===== config.mk =====
export PLATFORM = sky130hd
export DESIGN_NAME = serial_collect5
export DESIGN_NICKNAME = d
export VERILOG_FILES = /design/src/rtl/serial_collect5_pkg.sv /design/src/rtl/serial_collect5_hold_reg.sv /design/src/rtl/serial_collect5.sv
export SDC_FILE = /design/constraint.sdc
export NUM_CORES = 1
export LEC_CHECK = 0
export CAP_MARGIN = 20
export CORE_AREA = 2 2 39 41
export DETAILED_ROUTE_END_ITERATION = 6
export DIE_AREA = 0 0 41 43
export PLACE_DENSITY_LB_ADDON = 0.1
export SETUP_SLACK_MARGIN = 0.5
export SLEW_MARGIN = 20
export SYNTH_ARGS = -nofsm -noshare
export SYNTH_HDL_FRONTEND = slang
export SYNTH_SLANG_ARGS = --single-unit

===== constraint.sdc =====
create_clock -name clk -period 1.7 [get_ports clk]
set_clock_uncertainty 0.1 [all_clocks]
set_input_delay 0.34 -clock clk [delete_from_list [all_inputs] [get_ports clk]]
set_output_delay 0.34 -clock clk [all_outputs]
set_load 0.01 [all_outputs]

===== src/rtl/serial_collect5_pkg.sv =====
// Shared constants for the serial collector and the downstream 5-bit OR stage.
package serial_collect5_pkg;

    localparam int W_DEFAULT = 5;
    localparam int CNT_W     = $clog2(W_DEFAULT);

endpackage


===== src/rtl/serial_collect5_hold_reg.sv =====
// One-entry valid/ready holding register: a load fills it; a downstream take empties it unless reloaded.
module serial_collect5_hold_reg #(
    parameter int W = 5
) (
    input  logic         clk,
    input  logic         rst_n,
    input  logic         i_load,
    input  logic [W-1:0] i_data,
    input  logic         i_ready,
    output logic [W-1:0] o_data,
    output logic         o_valid
);

    logic [W-1:0] r_data;
    logic         r_valid;

    // NOTE: the data register is reset too, so a discarded word reads back as zero rather than stale bits.
    always_ff @(posedge clk or negedge rst_n) begin
        if (!rst_n) begin
            r_data  <= '0;
            r_valid <= 1'b0;
        end else if (i_load) begin
            r_data  <= i_data;
            r_valid <= 1'b1;
        end else if (r_valid && i_ready) begin
            r_valid <= 1'b0;
        end
    end

    assign o_data  = r_data;
    assign o_valid = r_valid;

endmodule


===== src/rtl/serial_collect5.sv =====
// Serial-to-parallel collector: packs W accepted bits into a word and offers it over valid/ready.
module serial_collect5
    import serial_collect5_pkg::*;
#(
    parameter int W         = W_DEFAULT,
    parameter bit MSB_FIRST = 1'b1,
    localparam int CW       = $clog2(W)
) (
    input  logic          clk,
    input  logic          rst_n,
    input  logic          sin_bit,
    input  logic          sin_valid,
    output logic          sin_ready,
    output logic [W-1:0]  data_out,
    output logic          out_valid,
    input  logic          out_ready,
    output logic [CW-1:0] bit_cnt
);

    localparam logic [CW-1:0] LAST = CW'(W - 1);

    logic [W-1:0]  r_shreg;
    logic [CW-1:0] r_bit_cnt;
    logic [W-1:0]  w_word;
    logic          w_last;
    logic          w_acc_in;
    logic          w_complete;

    assign w_last     = (r_bit_cnt == LAST);
    // Stall only when this bit would finish a word while the output register is full and not draining.
    assign sin_ready  = ~(w_last & out_valid & ~out_ready);
    assign w_acc_in   = sin_valid & sin_ready;
    assign w_complete = w_acc_in & w_last;

    // NOTE: every variable gets a default at the top of always_comb so no latch is inferred.
    always_comb begin
        w_word = r_shreg;
        if (MSB_FIRST) begin
            w_word = {r_shreg[W-2:0], sin_bit};
        end else begin
            w_word[W-1] = sin_bit;
        end
    end

    // NOTE: sequential state uses non-blocking assignments so every register samples pre-edge values.
    always_ff @(posedge clk or negedge rst_n) begin
        if (!rst_n) begin
            r_shreg <= '0;
        end else if (w_acc_in) begin
            if (w_last) begin
                r_shreg <= '0;
            end else if (MSB_FIRST) begin
                r_shreg <= {r_shreg[W-2:0], sin_bit};
            end else begin
                r_shreg[r_bit_cnt] <= sin_bit;
            end
        end
    end

    always_ff @(posedge clk or negedge rst_n) begin
        if (!rst_n) begin
            r_bit_cnt <= '0;
        end else if (w_acc_in) begin
            r_bit_cnt <= w_last ? '0 : r_bit_cnt + 1'b1;
        end
    end

    serial_collect5_hold_reg #(
        .W (W)
    ) u_hold (
        .clk     (clk),
        .rst_n   (rst_n),
        .i_load  (w_complete),
        .i_data  (w_word),
        .i_ready (out_ready),
        .o_data  (data_out),
        .o_valid (out_valid)
    );

    assign bit_cnt = r_bit_cnt;

endmodule


==> reports/results.ini, run 1 <==
[run_status]
outcome = finished, final reports clean

[sta]
period_minus_slack_ns = 1.57
rsz0062_at_grt = yes
worst_pin_slew_ns = 0.233
fmaxAchievable_mhz = 637
hold_viol = 0
fin_tns_setup_ns = 0
fin_ws_ns = 0.129
min_period_over_period_pct = 92.4
drv_slew = 0
setup_viol = 0
slew_headroom_pct = 84.4

[setup_path]
slowest_delay_ns = 0.41
setup.worst_path.end_class = primary output
cp_num_buf_inv = 2
reg2regPathDepth = 7
cp_max_fo = 2
r2r_slack_ns = 0.14
crit_slowest_cell = dfrtp_2
critical-path-top-delay-family = flip-flops
worstPathArrival_ns = 1.13
crit_chain = inv_2, ha_4, nand4b_4, buf_6
rr_endpoint = bit_cnt[1]
cp-start-kind = flop
crit_start = bit_cnt[0]
cp_num_cells = 4
timing.rr.start = bit_cnt[0]
critPathKind = flop to primary output
required_ns = 1.26

[clock_tree]
cts_max_level = 1
cts_hold_buf = 0
root_buffer = clkbuf_4
cts_tree = built
clk_latency_ns = 0.27
cts-buffers-inserted = 3
clock-sinks = 13
path_clk_slew_ns = 0.08
clockBufferDepth = 2

[route]
first_pass_iters = 3
dr_total_vias = 457
drc = 0
antenna_left = 0
wl_per_cell_microns = 14.6
drt-total-wl_microns = 1280
drt_iter0_markers = 7
viasPerCell = 5.19

[final_layout]
syn2layout_area_growth_pct = 59.6
antenna_cells = 0
layout_commonest_cell = buf_4
fin_area_sq_um = 891
layout-drive-gt1-share_pct = 61.1
layout_common_cells = buf_4 (14), dfrtp_1 (12), buf_2 (8)
nFillCells = 114
final_nets = 80
finish.utilization_pct = 64.4

[pwr]
seq_power_share_pct = 36.4
p_leak_nw = 0.483
combPwrFrac_pct = 50.1
peakVddDrop_uv = 707
p_clk_share_pct = 13.5
power_w = 0.00138
internal_power_w = 0.000905
switchingPower_w = 0.000475
power.density_nw_per_um2 = 1550
swShare_pct = 34.4

[synthesis]
yosys-top-cells-area = dfrtp_1 (58%), a22o_1 (6.3%), mux2_1 (6.1%)
ys_seq_area_share_pct = 58.3
syn_area_per_cell_sq_um = 14.7
synth_fp_nets = 45
synth_cell_types = 18
ys_warn_count = 0
synth_area_leader_cell = dfrtp_1
syn_inst = 38
synth_top_area_share_pct = 58.3
synth_seq_cells = 13
syn_area_sq_um = 558

[global_route]
track_usage_pct = 17.7
grt_pass1_vias = 480
grt_first_pass_wirelength_microns = 2100
antenna_found_initial = 0
gr-total-overflow = 0
grt_max_degree = 10

[flow_run]
maxCapViolCount = 0

[floorplanning]
die_h_microns = 43
die_area_sq_um = 1760
die_w_microns = 41
initial_utilization_pct = 40.3
placementRows = 14
core_sq_um = 1380
ios = 15

[placement]
gp_congestion = 0.648
dpl.hpwl_microns = 885
dp_slack_ns = -0.231
placed_cell_area_sq_um = 825
port_buffers = 14

[worst_hold_path]
hp-class = primary input to async pin

## routing by layer
| metal | GRT usage, % | wire (microns) |
|---|---|---|
| met1 | 24.6 | 531 |
| met2 | 26.9 | 682 |
| met3 | 3.14 | 62 |
| met4 | 6.00 | 6 |
| met5 | 0 | 0 |
## cell usage after synthesis
library cell	n
nand4b_2	1
nand4_4	1
ha_1	2
and3_1	1
a21o_1	1
nand4_1	1
a22o_1	4
nor2_1	1
a31oi_1	1
mux2_1	3
nand2_2	1
mux2_2	2
nand2_1	1
a21boi_2	1
nand2b_1	1
mux2_4	1
inv_1	2
dfrtp_1	13
## power by group through the flow
| stage | sequential (W) | combinational, W | clock [W] |
|---|---|---|---|
| finish | 0.000501 | 0.000691 | 0.000187 |
| global route | 0.000512 | 0.000742 | 0.000209 |
| CTS | 0.000496 | 0.000642 | 0.000191 |
| detailed placement | 0.000519 | 0.000656 | 0 |
| global placement | 0.000509 | 0.000638 | 0 |
| floorplan | 0.000577 | 0.000264 | 0 |
## kinds of logic after synthesis
logic type               share of synthesized area [%]
adder cells (fa/ha/maj)                           4.48
AND/OR/NAND/NOR                                   12.3
multiplexers                                      12.8
buffers and inverters                             1.35
AO/OA/AOI/OAI                                     10.8
flip-flops                                        58.3
## worst max path at each step
stage          slack (ns)          to
2_1_floorplan        0.25  bit_cnt[1]
3_3_place_gp        -0.21   sin_ready
3_5_place_dp        -0.23   sin_ready
4_1_cts              0.13   sin_ready
5_1_grt              0.09   sin_ready
6_report             0.13   sin_ready
## registers in the layout (all words and copies together) (netlist names)
| name | count |
|---|---|
| bit_cnt | 3 |
| r_shreg | 4 |
| u_hold.o_data | 5 |
| u_hold.o_valid | 1 |
## timing repair
item                                    4_1_cts  5_1_grt
endpoints found under the setup margin       23       23
pin swaps                                     3        3
setup buffers                                 5        2
resized for setup                            43        4
## area by class of cell
class | count | area [sq um] | area share [%]
Sequential cell | 13 | 327 | 36.7
Multi-Input combinational cell | 23 | 278 | 31.2
Tap cell | 16 | 20.0 | 2.25
Timing Repair Buffer | 30 | 233 | 26.1
Inverter | 2 | 7.51 | 0.843
Clock buffer | 4 | 26.3 | 2.95
## through the flow
step,hold slack (ns),std cells
after floorplan,-0.0556,38
after global placement,0.390,77
after detailed placement,0.392,77
after CTS,0.201,86
after global routing,0.199,88
final,0.183,88
Power figures use the tool's default switching activity.
==> run 2: changes to the inputs <==
- SYNTH_HIERARCHICAL: not set -> 1
==> run 2 against run 1 <==
Flip-flop and latch count did not move. Hold slack better by 0.14 ns. Clock power rose by 4%. Critical path type is now primary input to flop. Critical endpoint is now u_hold/o_data[1]. Largest cell class unchanged. Highest routed layer unchanged.
==> reports/results.ini, run 2 <==
[setup_path]
slowest_delay_ns = 0.48
reg2regPathDepth = 8
critical-path-top-delay-family = buffers and inverters
r2r_slack_ns = 0.08
crit_chain = clkdlybuf4s50_1, nand4b_4, buf_6, nand2_4, nor2_4, buf_12, mux2_4
required_ns = 1.76
cp-start-kind = primary input
crit_slowest_cell = clkdlybuf4s50_1
setup.worst_path.end_class = flop
timing.rr.start = bit_cnt[1]
cp_num_buf_inv = 3
worstPathArrival_ns = 1.68
cp_max_fo = 5
rr_endpoint = u_hold/o_data[1]
crit_start = out_ready
critPathKind = primary input to flop

[clock_tree]
clock-sinks = 13
root_buffer = clkbuf_4
clockBufferDepth = 2
cts_tree = built
cts-buffers-inserted = 3
clk_latency_ns = 0.28
path_clk_slew_ns = 0.08
cts_max_level = 1

[route]
antenna_left = 0
viasPerCell = 4.86
first_pass_iters = 4
wl_per_cell_microns = 14.7
drt-total-wl_microns = 1370
drt_iter0_markers = 5
drc = 0
dr_total_vias = 452

[final_layout]
nFillCells = 102
regArea_sq_um = 327
syn2layout_area_growth_pct = 63.5
layout_commonest_cell = buf_4
final_nets = 85
multi_input_area_sq_um = 273
antenna_cells = 0
layout_common_cells = buf_4 (15), dfrtp_1 (12), buf_6 (8), mux2_4 (6), buf_2 (6)
finish.utilization_pct = 68.9
largest_reg_flops = 5
layout-drive-gt1-share_pct = 64.9

[global_route]
grt_pass1_vias = 474
track_usage_pct = 18.2
grt_first_pass_wirelength_microns = 2100
antenna_found_initial = 0
grt_max_degree = 14
gr-total-overflow = 0

[synthesis]
synth_area_leader_cell = dfrtp_1
async_flop_share_pct = 100
ys_seq_area_share_pct = 55.8
synth_edf_count = 0
synth_top_area_share_pct = 55.8
syn_area_sq_um = 583
yosys-top-cells-area = dfrtp_1 (56%), mux2_4 (15%), a22o_1 (7.5%)
synth_cell_types = 14
synth_common_cells = dfrtp_1 (13), mux2_4 (6), a22o_1 (5)
synth_fp_nets = 47
yosysMostFrequentCell = dfrtp_1
syn_inst = 40
synth_seq_cells = 13
syn_area_per_cell_sq_um = 14.6
ys_warn_count = 6
synthFlopType = dfrtp_1

[floorplanning]
die_area_sq_um = 1760
core_sq_um = 1380
placementRows = 14
initial_utilization_pct = 42.1
ios = 15
die_w_microns = 41
die_h_microns = 43

[flow_run]
maxCapViolCount = 0

[pwr]
p_leak_nw = 0.497
power.density_nw_per_um2 = 1420
peakVddDrop_uv = 787

[sta]
fmaxAchievable_mhz = 618
worst_pin_slew_ns = 0.586
min_period_over_period_pct = 95.1
slew_headroom_pct = 60.8
fin_tns_setup_ns = 0
hold_viol = 0
rsz0062_at_grt = yes
period_minus_slack_ns = 1.62
setup_viol = 0
drv_slew = 0

[placement]
dpl.hpwl_microns = 910
port_buffers = 14
gp_congestion = 0.662

[run_status]
outcome = finished, final reports clean

[worst_hold_path]
hp-class = primary input to async pin

run 2: changes by cell type after synthesis, moves of 2 or more:
| cell | before | now |
|---|---|---|
| inv_1 | 2 | 4 |
| mux2_1 | 3 | 0 |
| mux2_4 | 1 | 6 |
| o21ai_0 | 0 | 2 |
run 2: layout make-up:
cell class	instances	area share, %
inverter	4	1.57
multi-input combinational	22	28.6
timing repair buffer	34	30.7
sequential	13	34.3
tap	16	2.10
clock buffer	4	2.76
run 2: metrics by stage:
| stage | total power, W | hold slack (ns) | cell area (sq um) | cells | setup WS, ns |
|---|---|---|---|---|---|
| global placement | 0.00101 | 0.395 | 821 | 76 | -0.225 |
| detailed placement | 0.00105 | 0.400 | 821 | 76 | -0.247 |
| CTS | 0.00132 | 0.355 | 927 | 90 | 0.0722 |
| floorplan | 0.000769 | -0.0556 | 607 | 40 | 0.112 |
| global route | 0.00144 | 0.382 | 953 | 93 | 0.0292 |
| finish | 0.00135 | 0.327 | 953 | 93 | 0.0828 |
run 2: routing by layer:
metal,up-vias,GRT usage (%),routed length (microns)
met5,-,0,0
met4,0,8.00,21
met3,2,3.66,70
met2,16,30.6,776
met1,219,20.8,497
li1,215,-,-
run 2: cells by family after synthesis:
kind of cell,Yosys count,synth area share (%)
AND/OR/NAND/NOR,5,7.29
adder cells (fa/ha/maj),2,4.29
buffers and inverters,5,4.51
flip-flops,13,55.8
multiplexers,7,17.4
AO/OA/AOI/OAI,8,10.7
run 2: how the worst max path moves through the flow:
stage | end | slack [ns] | depth (start not counted)
floorplan | u_hold/o_data[0] | 0.11 | 7
global placement | sin_ready | -0.22 | 3
detailed placement | u_hold/o_data[4] | -0.25 | 7
CTS | u_hold/o_data[1] | 0.07 | 8
global route | u_hold/o_data[1] | 0.03 | 8
finish | u_hold/o_data[1] | 0.08 | 7
run 2: repair_timing:
| item | in CTS | in global routing |
|---|---|---|
| hold buffers | 0 | 0 |
| endpoints found under the setup margin | 23 | 23 |
| buffers inserted | 10 | 3 |
| pin swaps | 4 | 2 |
| resized for setup | 49 | 3 |
run 2: power breakdown:
part           switching [W]  total (W)  internal [W]
Sequential         0.0000651   0.000479      0.000414
Combinational       0.000254   0.000681      0.000427
Clock               0.000104   0.000195     0.0000911
Total               0.000423    0.00135      0.000931
==> run 3: changes to the inputs <==
- ABC_AREA: not set -> 0
- RECOVER_POWER: not set -> 25
- REMOVE_ABC_BUFFERS: not set -> 1
==> run 3 against run 2 <==
Critical path depth up 1. Maximum frequency fell by 2.5%. Routed wire length rose by 19%. Design area fell by 0.26%. First-iteration DRC count rose by 60%. Register-to-register slack got worse by 0.04 ns. Power rose by 2.0%.
==> reports/results.ini, run 3 (synthesized netlist as in run 2, its figures left out) <==
[run_status]
outcome = finished, final reports clean

[setup_path]
worstPathArrival_ns = 1.73
cp_num_buf_inv = 3
crit_top_cell = buf_6
r2r_slack_ns = 0.04
required_ns = 1.77
crit_chain = inv_2, ha_4, nand4b_4, buf_6, nand2_4, nor2_4, buf_6, mux2_4
cp_max_fo = 6
crit_slowest_cell = dfrtp_1
setup.worst_path.end_class = flop
timing.rr.start = bit_cnt[0]
slowest_delay_ns = 0.41
critical-path-top-delay-family = flip-flops
critPathKind = flop to flop
cp-start-kind = flop
rr_endpoint = u_hold/o_data[2]
reg2regPathDepth = 8

[global_route]
grt_pass1_vias = 457
use_met1_pct = 22.6
grt_first_pass_wirelength_microns = 2040
gr-total-overflow = 0
antenna_found_initial = 0
top_usage_layer = met2
track_usage_pct = 17.2
grt_max_degree = 14
met3_usage_pct = 3.14
grtUsageMet2_pct = 27.2

[floorplanning]
die_area_sq_um = 1760
core_sq_um = 1380
initial_utilization_pct = 42.1
die_h_microns = 43
ios = 15
die_w_microns = 41
placementRows = 14

[placement]
port_buffers = 14
gp_congestion = 0.705
dpl.hpwl_microns = 899

[route]
first_pass_iters = 5
drc = 0
antenna_left = 0
dr_total_vias = 486
drt-total-wl_microns = 1630
viasPerCell = 5.23
drt_iter0_markers = 8
wl_per_cell_microns = 17.5

[sta]
worst_pin_slew_ns = 0.597
period_minus_slack_ns = 1.66
fmaxAchievable_mhz = 603
min_period_over_period_pct = 97.5
rsz0062_at_grt = yes
slew_headroom_pct = 60.1
fin_tns_setup_ns = 0
hold_viol = 0
drv_slew = 0
setup_viol = 0

[final_layout]
layout-drive-gt1-share_pct = 66.2
antenna_cells = 0
syn2layout_area_growth_pct = 63.1
largest_reg_flops = 5
layout_common_cells = dfrtp_1 (13), buf_4 (13), buf_6 (9), buf_2 (7), mux2_4 (6)
final_nets = 85

[clock_tree]
cts_max_level = 1
cts_tree = built
root_buffer = clkbuf_4
clk_latency_ns = 0.28
clock-sinks = 13
cts-buffers-inserted = 3
cts_hold_buf = 0
path_clk_slew_ns = 0.09
clockBufferDepth = 2

[pwr]
seq_power_share_pct = 34.1
switchingPower_w = 0.000454
p_leak_nw = 0.514
combPwrFrac_pct = 51.7
power.density_nw_per_um2 = 1450
internal_power_w = 0.000928
peakVddDrop_uv = 727
swShare_pct = 32.8
power_w = 0.00138
p_clk_share_pct = 14.2

[worst_hold_path]
hp-class = primary input to async pin

[flow_run]
maxCapViolCount = 0

## run 3: how the worst max path moves through the flow
stage / startpoint / endpoint / slack (ns) / cells past startpoint
after floorplan: bit_cnt[0] / u_hold/o_data[0] / -0.20 / 6
after global placement: out_ready / sin_ready / -0.22 / 3
after detailed placement: out_ready / sin_ready / -0.26 / 3
after CTS: bit_cnt[0] / u_hold/o_data[2] / 0.09 / 8
after global routing: bit_cnt[0] / u_hold/o_data[2] / -0.02 / 8
final: bit_cnt[0] / u_hold/o_data[2] / 0.04 / 8
## run 3: what timing repair did
action	in CTS	in global routing
setup buffers	7	5
setup endpoints to repair	23	23
resized for setup	51	9
pin swaps	4	4
## run 3: per-stage QoR
| stage | utilization (%) | instances | cell area (sq um) | worst slack, ns | hold slack (ns) |
|---|---|---|---|---|---|
| floorplan | - | 39 | 572 | -0.204 | -0.0556 |
| global placement | 57.2 | 77 | 792 | -0.215 | 0.388 |
| detailed placement | 57.2 | 77 | 792 | -0.264 | 0.396 |
| CTS | 63.2 | 88 | 875 | 0.0861 | 0.353 |
| global route | 68.7 | 93 | 951 | -0.0177 | 0.440 |
| finish | 68.7 | 93 | 951 | 0.0419 | 0.399 |
## run 3: final cells by class
type	instances	area [sq um]
Fill cell	88	433
Multi-Input combinational cell	22	270
Sequential cell	13	325
Inverter	4	15.0
Clock inverter	1	5.00
Clock buffer	3	22.5
Timing Repair Buffer	34	293
Tap cell	16	20.0
## run 3: metal layers
layer	up-vias	routed length [microns]
li1	216	-
met1	254	669
met4	0	10
met2	14	896
met5	-	0
met3	2	53
## run 3: power groups by stage
stage | Clock, W | Sequential [W] | Combinational [W]
floorplan | 0 | 0.000523 | 0.000204
global placement | 0 | 0.000480 | 0.000501
CTS | 0.000189 | 0.000469 | 0.000620
global route | 0.000206 | 0.000486 | 0.000748
finish | 0.000196 | 0.000472 | 0.000715
detailed placement | 0 | 0.000488 | 0.000522
